**config.mk**
```make
export PLATFORM = sky130hd
export DESIGN_NAME = uart_reg_cmd_ctrl
export DESIGN_NICKNAME = d
export VERILOG_FILES = /design/src/rtl/uart_reg_pkg.sv /design/src/rtl/cmd_timeout_ctr.sv /design/src/rtl/uart_reg_cmd_ctrl.sv
export SDC_FILE = /design/constraint.sdc
export NUM_CORES = 1
export LEC_CHECK = 0
export CAP_MARGIN = 20
export CORE_MARGIN = 3
export CORE_UTILIZATION = 31
export DETAILED_ROUTE_END_ITERATION = 10
export GPL_ROUTABILITY_DRIVEN = 0
export PLACE_DENSITY = 0.51
export SETUP_SLACK_MARGIN = 0.5
export SKIP_CTS_REPAIR_TIMING = 1
export SYNTH_ARGS = -nofsm -noshare
export SYNTH_HDL_FRONTEND = slang
export SYNTH_SLANG_ARGS = --single-unit
```
**constraint.sdc**
```tcl
create_clock -name clk -period 2.1 [get_ports clk]
set_input_delay 0.63 -clock clk [delete_from_list [all_inputs] [get_ports clk]]
set_output_delay 0.63 -clock clk [all_outputs]
set_load 0.01 [all_outputs]
```
**src/rtl/uart_reg_pkg.sv**
```systemverilog
// Shared constants and state encoding for the UART register command controller.
package uart_reg_pkg;

  localparam logic [7:0] CMD_WR  = 8'h57;
  localparam logic [7:0] CMD_RD  = 8'h52;
  localparam logic [7:0] RSP_ACK = 8'h4B;
  localparam logic [7:0] RSP_NAK = 8'h3F;

  typedef enum logic [2:0] {
    IDLE,
    W_ADDR,
    W_DATA,
    R_ADDR,
    WRITE,
    READ,
    TX_REQ
  } state_t;

  // True in the states that are waiting for the next byte of a partial command.
  function automatic logic is_wait_state(input state_t s);
    return (s == W_ADDR) || (s == W_DATA) || (s == R_ADDR);
  endfunction

endpackage

```
**src/rtl/cmd_timeout_ctr.sv**
```systemverilog
// Saturating inter-byte timer; expire fires on the last allowed idle cycle.
// A TIMEOUT_CYCLES of 0 disables expiry entirely.
module cmd_timeout_ctr #(
  parameter int unsigned TIMEOUT_CYCLES = 1000000
) (
  input  logic clk,
  input  logic rst,
  input  logic clear,
  input  logic run,
  output logic expire
);

  localparam int unsigned W = (TIMEOUT_CYCLES == 0) ? 1 : $clog2(TIMEOUT_CYCLES + 1);
  localparam logic [W-1:0] LAST = (TIMEOUT_CYCLES == 0) ? '0 : W'(TIMEOUT_CYCLES - 1);
  localparam logic [W-1:0] SAT  = '1;
  localparam logic ENABLED = (TIMEOUT_CYCLES != 0);

  logic [W-1:0] timer;

  // Count idle cycles while running, holding at all-ones instead of wrapping.
  always_ff @(posedge clk) begin
    if (rst || clear) begin
      timer <= '0;
    end else if (run && (timer != SAT)) begin
      timer <= timer + 1'b1;
    end
  end

  assign expire = ENABLED && run && !clear && (timer == LAST);

endmodule

```
**src/rtl/uart_reg_cmd_ctrl.sv**
```systemverilog
// Byte-stream command parser driving a 16x8 register file and a UART transmitter.
// Write: 'W', addr, data -> one-cycle write, optional ACK. Read: 'R', addr -> value returned.
module uart_reg_cmd_ctrl
  import uart_reg_pkg::*;
#(
  parameter int unsigned TIMEOUT_CYCLES = 1000000,
  parameter bit          WR_ACK         = 1'b1
) (
  input  logic       clk,
  input  logic       rst,
  input  logic [7:0] rx_data,
  input  logic       rx_valid,
  input  logic       tx_busy,
  output logic       tx_start,
  output logic [7:0] tx_data,
  output logic       rf_wr_en,
  output logic [3:0] rf_addr,
  output logic [7:0] rf_wr_data,
  input  logic [7:0] rf_rd_data,
  output logic       busy,
  output logic       rx_drop,
  output logic       cmd_timeout
);

  state_t     state, state_n;
  logic [3:0] addr_q, addr_n;
  logic [7:0] data_q, data_n;
  logic [7:0] tx_byte, tx_byte_n;
  logic       waiting;
  logic       expire;

  assign waiting = is_wait_state(state);

  cmd_timeout_ctr #(
    .TIMEOUT_CYCLES(TIMEOUT_CYCLES)
  ) u_timeout (
    .clk    (clk),
    .rst    (rst),
    .clear  (rx_valid || !waiting),
    .run    (waiting && !rx_valid),
    .expire (expire)
  );

  // State and command registers; reset discards any partial command.
  always_ff @(posedge clk) begin
    if (rst) begin
      state   <= IDLE;
      addr_q  <= '0;
      data_q  <= '0;
      tx_byte <= '0;
    end else begin
      state   <= state_n;
      addr_q  <= addr_n;
      data_q  <= data_n;
      tx_byte <= tx_byte_n;
    end
  end

  // Next-state decode, register updates and strobe outputs.
  always_comb begin
    state_n     = state;
    addr_n      = addr_q;
    data_n      = data_q;
    tx_byte_n   = tx_byte;
    tx_start    = 1'b0;
    rf_wr_en    = 1'b0;
    rx_drop     = 1'b0;
    cmd_timeout = 1'b0;

    case (state)
      IDLE: begin
        if (rx_valid) begin
          if (rx_data == CMD_WR) begin
            state_n = W_ADDR;
          end else if (rx_data == CMD_RD) begin
            state_n = R_ADDR;
          end else begin
            tx_byte_n = RSP_NAK;
            state_n   = TX_REQ;
          end
        end
      end

      W_ADDR, R_ADDR: begin
        if (rx_valid) begin
          if (rx_data[7:4] != 4'h0) begin
            tx_byte_n = RSP_NAK;
            state_n   = TX_REQ;
          end else begin
            addr_n = rx_data[3:0];
            if (state == W_ADDR) begin
              state_n = W_DATA;
            end else begin
              state_n = READ;
            end
          end
        end else if (expire) begin
          cmd_timeout = 1'b1;
          state_n     = IDLE;
        end
      end

      W_DATA: begin
        if (rx_valid) begin
          data_n  = rx_data;
          state_n = WRITE;
        end else if (expire) begin
          cmd_timeout = 1'b1;
          state_n     = IDLE;
        end
      end

      WRITE: begin
        rf_wr_en = 1'b1;
        rx_drop  = rx_valid;
        if (WR_ACK) begin
          tx_byte_n = RSP_ACK;
          state_n   = TX_REQ;
        end else begin
          state_n = IDLE;
        end
      end

      READ: begin
        rx_drop   = rx_valid;
        tx_byte_n = rf_rd_data;
        state_n   = TX_REQ;
      end

      TX_REQ: begin
        rx_drop = rx_valid;
        if (!tx_busy) begin
          tx_start = 1'b1;
          state_n  = IDLE;
        end
      end

      default: begin
        state_n = IDLE;
      end
    endcase
  end

  assign rf_addr    = addr_q;
  assign rf_wr_data = data_q;
  assign tx_data    = tx_byte;
  assign busy       = (state != IDLE);

endmodule

```
==> results.yml <==
clocking:
  cts_buffers: 5
  clk_pin_slew_ps: 90
  cts_tree: "done"
  htree_levels: 2
  clock_sinks: 43
  cts_root_buffer: "clkbuf_8"
  clock_path_buffers: 2
  worstSkewPairLatency_ps: 310
drt:
  firstDrtPassIters: 4
  via_count: 2415
  post_drt_wl_per_cell_microns: 15.9
  wl_microns: 7220
  postRouteAntennaNets: 0
  drc: 0
  vias_per_cell: 5.33
  drt_iter0_drc: 106
cells_and_area:
  multiInputGateArea_sq_um: 1650
  syn2layout_area_growth_pct: 78.2
  regArea_sq_um: 881
  final_common_cell: "buf_4"
  drive_gt1_share_pct: 45.0
  antenna_cells: 0
  postLayoutCellArea_sq_um: 3900
  fin_cells: 453
  nets: 380
  fin_util_pct: 59.1
  final_cell_mix: "buf_4, dfxtp_1, dlymetal6s2s_1"
  fill_cells: 591
die:
  rows: 29
  ios: 45
  die_area_sq_um: 8100
  initial_core_util_pct: 33.1
  die_w_microns: 90.0
  die_y_microns: 90.0
  core_sq_um: 6600
setup_path:
  r2r_slack_ps: 260
  crit_path_max_fanout: 2
  end_kind: "output pin"
  path_buf_inv: 2
  rr_startpoint: "u_timeout.timer[8]$_SDFFE_PP0P_"
  path_cells: "clkbuf_2 -> or2_4 -> or4_4 -> nor2_4 -> buf_6"
  worstReg2RegEnd: "u_timeout.timer[15]$_SDFFE_PP0P_"
  reg2regPathDepth: 5
  cp_top_family: "simple AND/OR/NAND/NOR gates"
  arrival_ps: 1630
  crit_required_ps: 1470
  max_stage_delay_ps: 430
  crit_type: "input port to output pin"
  start_kind: "input port"
  critPathSlowestCell: "or4_4"
global_routing:
  grt_pass1_vias: 2211
  grt_pass1_wl_microns: 10800
  antenna_found_initial: 0
  overflow: 0
  grt_usage_pct: 16.0
  grt_max_degree: 19
timing:
  whs_ps: 480
  fin_setup_tns_ps: -161
  hold_viol: 0
  layout_min_cycle_time_ps: 2260
  fin_worst_skew_ps: 8.30
  slew_viol_final: 0
  setup_viol: 1
  timing.fmax_ghz: 0.442
  final.setup.worst_slack_ps: -161
  tightest_slew_ps: 437
  fin_crit_sh_pct: 108
  slew_headroom_pct: 70.5
  rsz0062_at_grt: "yes"
hold_path:
  hold_path_end: "tx_data[6]$_SDFFE_PP0P_"
  hold_path_class: "flop to flop"
  hold_depth: 2
  min_from: "tx_data[6]$_SDFFE_PP0P_"
placement:
  pre_cts_ws_ps: -918
  hpwl_microns: 4770
  portBuffers: 44
  placed_area_sq_um: 3190
  dp.cells: 427
logic_synthesis:
  synth_top_area_cell: "dfxtp_1"
  synth_edf_count: 0
  synthArstFlopShare_pct: 0
  ys_warn_count: 0
  syn_area_sq_um: 2190
  yosysTopAreaCellShare_pct: 39.3
  synthTopCellsByArea: "dfxtp_1, mux2i_1, nor2_1"
  ys_ff_latch: 43
  synth_top_flop_cell: "dfxtp_1"
  synth_fp_nets: 276
  avgSynthCellArea_sq_um: 8.58
  ys_seq_area_share_pct: 39.3
  synth_cell_types: 47
  syn_inst: 255
power_and_ir_drop:
  power.ir.vdd_worst_v: 0.000322
  total_power_mw: 2.62
  p_leak_nw: 1.80
  p_per_area_nw_per_um2: 672
flow_run:
  max_cap_violations: 0
outcome:
  violations: "negative setup slack"
  status: "finished, violations left"
==> registers in the layout, summed over array words and instances, names as in the netlist <==
register,flops
rf_addr,4
state,3
u_timeout.timer,20
rf_wr_data,8
tx_data,8
==> worst register-to-register path: stages (launching register included) <==
cell and delay (ps):
dfxtp_2 350, buf_6 110, nand4_1 130, or4_4 580, or4_4 500, a21oi_2 120
==> logic make-up (layout without fill, tap and decap cells) <==
kind of cell / after synthesis / in the layout / synth area share (%)
buffers and inverters: 20 / 123 / 3.60
multiplexers: 15 / 15 / 6.86
XOR/XNOR: 1 / 1 / 0.400
adder cells (fa/ha/maj): 1 / 1 / 0.572
AND/OR/NAND/NOR: 116 / 118 / 30.0
AO/OA/AOI/OAI: 59 / 59 / 19.2
flip-flops: 43 / 43 / 39.3
==> metal layers <==
layer	share of wire [%]	vias up	track usage, %
met5	0	-	0
met4	1.4	0	5.36
met3	3.7	10	3.34
met2	45	49	24.0
met1	50	1160	22.8
li1	-	1196	-
==> synth_stat cells (2+ instances only) <==
library cell and count:
o31ai_1 8, inv_1 7, a31oi_1 4, nor3_1 7
o221a_2 6, a2111o_1 3, mux2i_1 15, and3_1 2
buf_2 2, nand3_1 9, nor4b_1 2, and2_1 3
or4_1 10, nor2_1 23, or3_1 4, nand2b_1 6
o32ai_1 2, or2_2 3, nor4_1 4, nor2b_1 2
clkbuf_1 10, o21ai_0 10, a21oi_1 15, or4b_2 2
a211oi_1 3, dfxtp_1 43, nand2_1 18, and4_1 4
nand4_1 10
==> final cells by class <==
class,count,area share (%)
multi-input cells,194,42.3
repair buffers,108,28.3
flip-flops and latches,43,22.6
well taps,93,2.98
clock buffers,6,2.12
clock inverters,2,0.898
inverters,7,0.770
==> worst max path at each step <==
stage / from / endpoint / cells after the start
floorplan: rx_valid / cmd_timeout / 3
global placement: rx_valid / cmd_timeout / 5
detailed placement: rx_valid / cmd_timeout / 5
CTS: rx_valid / cmd_timeout / 5
global route: u_timeout.timer[0]$_SDFFE_PP0P_ / cmd_timeout / 5
finish: rx_valid / cmd_timeout / 5
==> power breakdown <==
part / internal (mW) / leakage (nW) / switching, mW
Combinational: 0.539 / 1.39 / 0.436
Sequential: 0.898 / 0.356 / 0.0506
Clock: 0.385 / 0.0612 / 0.310
Total: 1.82 / 1.80 / 0.797
No activity file was read; power rests on OpenSTA's default activity.
